`config.mk`:
```
export PLATFORM = sky130hd
export DESIGN_NAME = hazard_scoreboard_unit
export DESIGN_NICKNAME = d
export VERILOG_FILES = /design/src/rtl/hazard_pkg.sv /design/src/rtl/mc_scoreboard.sv /design/src/rtl/hazard_scoreboard_unit.sv
export SDC_FILE = /design/constraint.sdc
export NUM_CORES = 1
export LEC_CHECK = 0
export ABC_AREA = 1
export CAP_MARGIN = 20
export CELL_PAD_IN_SITES_DETAIL_PLACEMENT = 0
export CELL_PAD_IN_SITES_GLOBAL_PLACEMENT = 1
export CORE_MARGIN = 4
export CORE_UTILIZATION = 38
export CTS_CLUSTER_SIZE = 16
export DETAILED_ROUTE_END_ITERATION = 16
export GPL_ROUTABILITY_DRIVEN = 0
export GPL_TIMING_DRIVEN = 0
export PLACE_DENSITY = 0.89
export SLEW_MARGIN = 40
export SYNTH_ARGS = -nofsm -noshare
export SYNTH_HDL_FRONTEND = slang
export SYNTH_HIERARCHICAL = 1
export SYNTH_SLANG_ARGS = --single-unit
```
`constraint.sdc`:
```
create_clock -name clk -period 3.75 [get_ports clk]
set_input_delay 0.75 -clock clk [delete_from_list [all_inputs] [get_ports clk]]
set_output_delay 0.75 -clock clk [all_outputs]
set_load 0.005 [all_outputs]
```
`src/rtl/hazard_pkg.sv`:
```
// Shared types and helpers for the hazard/forwarding unit.
// Forward-select encoding and register-match helper.
package hazard_pkg;

  localparam int AW_DEFAULT = 5;

  typedef enum logic [1:0] {
    FWD_RF = 2'b00,
    FWD_W  = 2'b01,
    FWD_M  = 2'b10,
    FWD_MC = 2'b11
  } fwd_sel_e;

  // x0 never matches: it is hard-wired zero.
  function automatic logic reg_match(
    input logic [31:0] a,
    input logic [31:0] b
  );
    return (a == b) && (a != '0);
  endfunction

endpackage

```
`src/rtl/mc_scoreboard.sv`:
```
// Pending-write scoreboard for the out-of-band multi-cycle unit.
// Tracks per-register pending bits, outstanding count and a done error.
module mc_scoreboard
  import hazard_pkg::*;
#(
  parameter int AW      = AW_DEFAULT,
  parameter int MAX_OUT = 2
) (
  input  logic                           clk,
  input  logic                           reset_n,
  input  logic                           issue,
  input  logic [AW-1:0]                  issue_rd,
  input  logic                           done,
  input  logic [AW-1:0]                  done_rd,
  output logic [2**AW-1:0]               pending,
  output logic [$clog2(MAX_OUT+1)-1:0]   count,
  output logic                           err
);

  localparam int NREG = 2**AW;
  localparam int CW   = $clog2(MAX_OUT + 1);

  logic [NREG-1:0] pend_q, pend_d;
  logic [CW-1:0]   cnt_q, cnt_d;
  logic            err_d;
  logic            dec;

  assign dec = done && (cnt_q != '0);

  always_comb begin
    pend_d = pend_q;
    cnt_d  = cnt_q;
    err_d  = 1'b0;
    if (done) begin
      pend_d[done_rd] = 1'b0;
      err_d = (cnt_q == '0) ||
              ((done_rd != '0) && !pend_q[done_rd]);
    end
    // set after clear so a same-cycle reissue keeps the bit
    if (issue && (issue_rd != '0)) begin
      pend_d[issue_rd] = 1'b1;
    end
    if (issue && !dec) begin
      if (cnt_q != CW'(MAX_OUT)) begin
        cnt_d = cnt_q + 1'b1;
      end
    end else if (!issue && dec) begin
      cnt_d = cnt_q - 1'b1;
    end
  end

  always_ff @(posedge clk or negedge reset_n) begin
    if (!reset_n) begin
      pend_q <= '0;
      cnt_q  <= '0;
      err    <= 1'b0;
    end else begin
      pend_q <= pend_d;
      cnt_q  <= cnt_d;
      err    <= err_d;
    end
  end

  assign pending = pend_q;
  assign count   = cnt_q;

endmodule

```
`src/rtl/hazard_scoreboard_unit.sv`:
```
// Hazard, forwarding and multi-cycle scoreboard unit for the 5-stage pipe.
// Drives F/D/E enables and clears plus the E-stage operand selects.
module hazard_scoreboard_unit
  import hazard_pkg::*;
#(
  parameter int AW      = AW_DEFAULT,
  parameter int NSRC    = 2,
  parameter int MAX_OUT = 2,
  parameter int CNT_W   = 16
) (
  input  logic                 clk,
  input  logic                 reset_n,
  input  logic [NSRC*AW-1:0]   RsD,
  input  logic [AW-1:0]        RdD,
  input  logic                 McOpD,
  input  logic [NSRC*AW-1:0]   RsE,
  input  logic [AW-1:0]        RdE,
  input  logic [AW-1:0]        RdM,
  input  logic [AW-1:0]        RdW,
  input  logic                 RegWriteM,
  input  logic                 RegWriteW,
  input  logic                 MemReadE,
  input  logic                 McIssueE,
  input  logic                 McDone,
  input  logic [AW-1:0]        McRd,
  input  logic                 PCSrcE,
  output logic [NSRC*2-1:0]    ForwardE,
  output logic                 StallF,
  output logic                 StallD,
  output logic                 FlushD,
  output logic                 FlushE,
  output logic [2**AW-1:0]     McPending,
  output logic                 McBusy,
  output logic                 McErr,
  output logic [CNT_W-1:0]     StallCnt
);

  localparam int CW = $clog2(MAX_OUT + 1);

  logic [CW-1:0] mc_count;
  logic          lus, raw, waw, str, stall;
  logic [31:0]   proj_up;

  mc_scoreboard #(
    .AW      (AW),
    .MAX_OUT (MAX_OUT)
  ) u_sb (
    .clk      (clk),
    .reset_n  (reset_n),
    .issue    (McIssueE),
    .issue_rd (RdE),
    .done     (McDone),
    .done_rd  (McRd),
    .pending  (McPending),
    .count    (mc_count),
    .err      (McErr)
  );

  always_comb begin
    ForwardE = '0;
    for (int i = 0; i < NSRC; i++) begin
      if (RegWriteM &&
          reg_match(32'(RdM), 32'(RsE[i*AW +: AW])))
        ForwardE[i*2 +: 2] = FWD_M;
      else if (RegWriteW &&
          reg_match(32'(RdW), 32'(RsE[i*AW +: AW])))
        ForwardE[i*2 +: 2] = FWD_W;
      else if (McDone &&
          reg_match(32'(McRd), 32'(RsE[i*AW +: AW])))
        ForwardE[i*2 +: 2] = FWD_MC;
      else
        ForwardE[i*2 +: 2] = FWD_RF;
    end
  end

  // a register retiring this cycle is read write-first, so no stall
  always_comb begin
    lus = 1'b0;
    raw = 1'b0;
    for (int i = 0; i < NSRC; i++) begin
      if ((MemReadE || McIssueE) &&
          reg_match(32'(RdE), 32'(RsD[i*AW +: AW])))
        lus = 1'b1;
      if ((RsD[i*AW +: AW] != '0) &&
          McPending[RsD[i*AW +: AW]] &&
          !(McDone && (McRd == RsD[i*AW +: AW])))
        raw = 1'b1;
    end
    waw = (RdD != '0) && McPending[RdD] &&
          !(McDone && (McRd == RdD));
  end

  assign proj_up = 32'(mc_count) + 32'(McIssueE);
  assign str     = McOpD &&
                   (proj_up >= 32'(MAX_OUT) + 32'(McDone));

  assign stall  = lus || raw || waw || str;
  assign StallF = stall && !PCSrcE;
  assign StallD = stall && !PCSrcE;
  assign FlushD = PCSrcE;
  assign FlushE = PCSrcE || stall;
  assign McBusy = (mc_count == CW'(MAX_OUT));

  always_ff @(posedge clk or negedge reset_n) begin
    if (!reset_n) begin
      StallCnt <= '0;
    end else if (StallD && (StallCnt != '1)) begin
      StallCnt <= StallCnt + 1'b1;
    end
  end

endmodule

```
==> results of run 1 <==
[Yosys cell counts, types with 2 or more instances]
| library cell | n |
|---|---|
| o22ai_1 | 10 |
| clkinv_1 | 2 |
| buf_2 | 11 |
| a21boi_0 | 2 |
| a21oi_1 | 10 |
| o21ai_0 | 68 |
| buf_8 | 2 |
| a21o_1 | 2 |
| nand2_1 | 283 |
| a31oi_1 | 2 |
| xor2_1 | 23 |
| nor4_1 | 5 |
| buf_4 | 6 |
| buf_6 | 9 |
| o221ai_1 | 2 |
| nor3_1 | 21 |
| and3_1 | 2 |
| dfrtp_1 | 51 |
| o211ai_1 | 3 |
| nand3_1 | 97 |
| inv_2 | 4 |
| o2111ai_1 | 3 |
| nand4_1 | 21 |
| nor2_1 | 37 |
| a211oi_1 | 2 |
| xnor2_1 | 13 |
| nand3_2 | 2 |
| ha_1 | 4 |
| inv_1 | 106 |
| nand2_2 | 6 |
[per-stage QoR]
step	setup slack [ns]	instance area (sq um)
global placement	-0.428	6280
floorplan	0.971	5000
detailed placement	-0.423	6290
CTS	0.000688	6450
finish	0.109	6560
global route	-0.0619	6560
[kinds of logic (layout without fill, tap and decap cells)]
logic type | Yosys count | count (layout) | share of synthesized area [%]
XOR/XNOR | 36 | 36 | 6.31
buffers and inverters | 144 | 267 | 13.7
AND/OR/NAND/NOR | 476 | 476 | 40.8
AO/OA/AOI/OAI | 110 | 110 | 12.7
flip-flops | 51 | 51 | 25.5
adder cells (fa/ha/maj) | 4 | 4 | 1.00
[sequential cells by signal (all words and copies together), names as in the netlist]
signal	cells
StallCnt	16
u_sb/pending	32
u_sb/err	1
u_sb/count	2
[layout make-up]
type                    instances  area, sq um
fillers                      1320         6220
multi-input cells             626         3050
flip-flops and latches         51         1280
repair buffers                114         1140
inverters                     115          450
plain buffers                  29          264
well taps                     172          215
clock buffers                   8          156
repair inverters                1         5.00
[worst paths after layout]
| check | from | end | slack (ns) | cells past startpoint |
|---|---|---|---|---|
| worst min-delay path | reset_n | u_sb/pending[4] | 0.31 | 1 |
| worst max register to register | u_sb/count[0] | StallCnt[5] | 1.49 | 14 |
| min in group clk | StallCnt[13] | StallCnt[13] | 0.56 | 2 |
| worst max-delay path | McIssueE | StallF | 0.11 | 12 |
| worst min register to register | StallCnt[13] | StallCnt[13] | 0.56 | 2 |
| max in group asynchronous | reset_n | u_sb/count[0] | 2.99 | 2 |
[power breakdown]
group	total [mW]	internal (mW)	leakage [nW]	switching, mW
registers	0.843	0.669	0.648	0.174
clock network	0.477	0.284	0.0772	0.192
logic	1.13	0.536	2.56	0.597
total	2.45	1.49	3.28	0.964
[critical path, stage by stage]
cell and delay, ns:
dlygate4sd2_1 0.32, ha_1 0.31, inv_1 0.03, ha_1 0.26
inv_1 0.05, a21boi_1 0.05, o21ai_0 0.14, nand2_1 0.11
a21oi_4 0.20, a21oi_2 0.09, buf_4 0.13, clkdlybuf4s50_1 0.43
[per-layer routing]
layer  GRT usage (%)  wire length [microns]  vias up
met5               0                      0        -
met3            2.90                   1530       21
met4            6.09                    328        0
met1            33.8                   8120     2693
li1                -                      -     2908
met2            36.1                   7930      284
[timing repair]
action,4_1_cts,5_1_grt
gates cloned,0,1
pin swaps,1,3
resized for setup,13,27
endpoints found under the setup margin,7,6
setup buffers,0,7
==> key figures, run 1 <==
Drt
  • # DRC: 0
  • DR iter-0 viols: roughly 560
  • Final WL: 17.9 mm
  • WL per Instance: 16.0 microns
  • Final ANT Viol Nets: 0
  • DRT Pass-1 Iters: 5
  • Vias/cell: roughly 5.3
  • Vias: between 5000 and 6000

Synth
  • Post-synthesis area per instance: 6.09 sq um
  • Yosys top cell by area: dfrtp_1
  • Yosys cell types: 42
  • Main synth FF type: dfrtp_1
  • Ys async rst share: 100%
  • Sequential fraction of the synthesis area: 25.5%
  • Synth area leaders: dfrtp_1 26%, nand2_1 21%, nand3_1 9.7%, inv_1 8.0%, o21ai_0 6.8%
  • Area share of the largest cell type after synthesis: 25.5%
  • Register bit total from synthesis: a little over 50
  • Syn nets: 879
  • Yosys warns: 6
  • Post-synth EDFFs: 0
  • Mapped Cells: between 800 and 900
  • Cell area after synthesis: about 5000 sq um

Timing
  • Hold Slack: 0.307 ns
  • Worst relative slew slack: 61.3%
  • Final min period: 3.64 ns
  • Final Cycle Share: 97.1%
  • Final Hold Fails: 0
  • Worst Skew: slightly below 0.005 ns
  • Final-report setup violation count: 0
  • Worst-Margin Slew: 0.580 ns
  • Fmax: 0.275 GHz
  • RSZ-0062 raised after global routing: yes
  • Max Slew Vio Count: 0
  • Total Neg Setup Slack: 0 ns

Status
  • Outcome: finished clean

GRT
  • GRT Util Overall: 23.2%
  • Antenna violations before repair: 0
  • Vias in the first global route: roughly 5300
  • First-pass GRT wire length: 27.8 mm
  • GRT overflow: 0
  • Largest net degree at the start of global routing: 39

Clock tree
  • Clock buffer depth: 2
  • CTS root buf: clkbuf_16
  • Cts hold-fix bufs: 0
  • Skew-Pair Late Insertion Delay: 0.29 ns
  • Sink Count: 51
  • H-tree levels: 2
  • CTS tree: yes
  • Worst-path clk slew: 0.07 ns
  • CTS Buf Count: 5

Worst setup path
  • Max Fanout on Critical Path: 8
  • Worst EP arrival: 2.89 ns
  • Critical Path Start Type: input port
  • CP Capture Type: primary output
  • WS Path Type: input port to primary output
  • Req. time, crit path: about 3.0 ns

Place
  • Placed cells: 1100
  • Detailed Place HPWL: 13.7 mm
  • Buffers on Ports: roughly 110

Die
  • Die height: about 120 microns
  • Ports: 112
  • FP Rows: 41
  • Die width: 123 microns
  • Die footprint: 15100 sq um
  • Core area: 12800 sq um
  • Initial Util: between 30 and 40%

Cells and area
  • Share of cells above drive strength 1: 7.63%
  • Commonest non-fill, non-tap cells in the layout: 283 x nand2_1, 104 x inv_1, 97 x nand3_1, 90 x clkdlybuf4s50_1, 68 x o21ai_0
  • Area Overhead vs Synth: 31.2%
  • # diodes: 0
  • Final Non-Filler Cells: 1116
  • Commonest non-fill, non-tap cell in the layout: nand2_1
  • Final core utilization: 51.3%
  • Nets: 1001

Power and ir drop
  • Leakage: 3.28 nW
  • Peak VDD IR: roughly 400 uV
  • Power, Total: 2.45 mW
  • Pwr Density: 374 nW/um^2

Run
  • Max Cap Viol: 0

Min path
  • HP Class: input port to asynchronous set/reset pin
Power figures use the tool's default switching activity.
==> inputs of run 2 (changes only) <==
--- a/config.mk
+++ b/config.mk
@@ -14,8 +14,8 @@
 export CTS_CLUSTER_SIZE = 16
 export DETAILED_ROUTE_END_ITERATION = 16
 export GPL_ROUTABILITY_DRIVEN = 0
-export GPL_TIMING_DRIVEN = 0
-export PLACE_DENSITY = 0.89
+export PLACE_DENSITY = 0.86
+export RECOVER_POWER = 100
 export SLEW_MARGIN = 40
 export SYNTH_ARGS = -nofsm -noshare
 export SYNTH_HDL_FRONTEND = slang
==> key figures, run 2 (synthesis gave the netlist of run 1 again) <==
Status
  • Outcome: complete, but fails checks
  • Failing checks: capacitance limit, slew limit

Drt
  • Final ANT Viol Nets: 0
  • # DRC: 0
  • WL per Instance: about 16 microns
  • Final WL: 18.3 mm
  • Vias: 5845
  • DR iter-0 viols: 639
  • DRT Pass-1 Iters: 6
  • Vias/cell: 5.25

Place
  • Detailed Place HPWL: approximately 14 mm
  • Placed instance area: 6370 sq um
  • Buffers on Ports: 111
  • Placed cells: 1105

GRT
  • GRT Util Overall: 23.8%
  • Vias in the first global route: 5358
  • Largest net degree at the start of global routing: 37
  • First-pass GRT wire length: 28.4 mm
  • Antenna violations before repair: 0
  • GRT overflow: 0

Power and ir drop
  • Pwr Density: 369 nW/um^2
  • Leakage: 3.30 nW
  • Peak VDD IR: 387 uV

Clock tree
  • Clock buffer depth: 2
  • CTS root buf: clkbuf_16
  • H-tree levels: 2
  • Cts hold-fix bufs: 0
  • Skew-Pair Late Insertion Delay: 0.29 ns
  • CTS tree: yes
  • CTS Buf Count: 5
  • Sink Count: 51
  • Worst-path clk slew: 0.06 ns

Timing
  • Worst Skew: 0.00532 ns
  • Worst-Margin Slew: a little under 2 ns
  • Final min period: 3.56 ns
  • Worst relative slew slack: -31.4%
  • RSZ-0062 raised after global routing: no
  • Max Slew Vio Count: 37
  • Fmax: about 0.28 GHz
  • Final Cycle Share: between 90% and 100%
  • Final-report setup violation count: 0
  • Final Hold Fails: 0

Cells and area
  • Commonest non-fill, non-tap cell in the layout: nand2_1
  • Commonest non-fill, non-tap cells in the layout: 284 x nand2_1, 105 x inv_1, 97 x nand3_1, 68 x o21ai_0, 54 x dlygate4sd3_1
  • Largest register FFs: 32
  • Nets: 999
  • Non-Filler Cell Area, Final: 6540 sq um
  • Area Overhead vs Synth: 30.9%
  • Share of cells above drive strength 1: 5.84%
  • Final Non-Filler Cells: between 1000 and 1500
  • # diodes: 0

Min path
  • HP Class: flip-flop to flip-flop

Worst setup path
  • Cell Chain, Critical Path: clkdlybuf4s50_1 -> buf_12 -> nand2_1 -> a21oi_1 -> o2111ai_1 -> a2111oi_2 -> buf_4 -> nor2_1 -> nor2_1 -> clkdlybuf4s50_1
  • Worst path top cell family by delay: buffers and inverters
  • Req. time, crit path: about 3 ns
  • WS Path Type: input port to primary output
  • Reg-to-reg slack, setup: 0.85 ns
  • Max Fanout on Critical Path: 12
  • Critical Path Start Type: input port
  • Slowest stage cell, crit path: clkdlybuf4s50_1
  • Worst EP arrival: 2.81 ns
  • CP Capture Type: primary output
  • Bufs and invs on worst path: 4
  • Slowest cell delay on critical path: 0.51 ns

Die
  • Ports: 112
  • Die height: approximately 120 microns
  • FP Rows: 41
  • Die footprint: 15100 sq um
  • Die width: ~120 microns
  • Initial Util: ~39%
  • Core area: 12800 sq um

Run
  • Max Cap Viol: 1
-- run 2: power by group --
group	internal (mW)	switching, mW
registers	0.669	0.171
logic	0.475	0.586
clock network	0.312	0.199
total	1.45	0.956
-- run 2: routing by layer --
| metal | track usage [%] | part of all wire [%] | vias up |
|---|---|---|---|
| met3 | 2.67 | 8.0 | 14 |
| met1 | 35.5 | 46 | 2688 |
| met2 | 36.9 | 45 | 237 |
| met5 | 0 | 0 | - |
| li1 | - | - | 2906 |
| met4 | 5.32 | 1.1 | 0 |
-- run 2: worst min-delay path: cells and delay by family, from the launching register on --
family	cells	cell delay (ns)
flip-flops	1	0.39
AND/OR/NAND/NOR	2	0.11
-- run 2: cell type report --
type / instances / area, sq um
fill: 1337 / 6230
tap: 172 / 215
clock buffer: 6 / 129
sequential: 51 / 1280
inverter: 115 / 452
clock inverter: 1 / 30.0
timing repair buffer: 142 / 1400
multi-input combinational: 626 / 3040
-- run 2: metrics by stage --
| step | util (%) | hold slack (ns) | power [mW] | setup slack [ns] | setup TNS [ns] |
|---|---|---|---|---|---|
| 2_1_floorplan | - | 0.454 | 1.40 | 0.971 | 0 |
| 3_3_place_gp | 49.9 | 0.520 | 1.94 | -0.0738 | -0.216 |
| 3_5_place_dp | 49.9 | 0.516 | 1.95 | -0.129 | -0.349 |
| 4_1_cts | 51.2 | 0.533 | 2.48 | 0.00569 | 0 |
| 5_1_grt | 51.2 | 0.553 | 2.60 | 0.0323 | 0 |
| 6_report | 51.2 | 0.528 | 2.41 | 0.186 | 0 |
-- run 2: timing repair --
item / 4_1_cts / 5_1_grt
setup buffers: 1 / 0
endpoints found under the setup margin: 3 / 5
resized for setup: 2 / 9
pin swaps: 0 / 2
-- run 2: path summary, 6_finish.rpt --
check                               from                to  cells after the start
max                              McRd[4]       ForwardE[0]                     10
min                          StallCnt[1]       StallCnt[1]                      2
max reg2reg                u_sb/count[0]      StallCnt[14]                     13
min reg2reg                  StallCnt[1]       StallCnt[1]                      2
max in group asynchronous        reset_n       StallCnt[2]                      2
min in group asynchronous        reset_n  u_sb/pending[17]                      1
==> inputs of run 3 (changes only) <==
--- a/config.mk
+++ b/config.mk
@@ -6,7 +6,7 @@
 export NUM_CORES = 1
 export LEC_CHECK = 0
 export ABC_AREA = 1
-export CAP_MARGIN = 20
+export CAP_MARGIN = 40
 export CELL_PAD_IN_SITES_DETAIL_PLACEMENT = 0
 export CELL_PAD_IN_SITES_GLOBAL_PLACEMENT = 1
 export CORE_MARGIN = 4
==> results of run 3 <==
No change in the layout: final DEF, timing and power equal those of run 2.
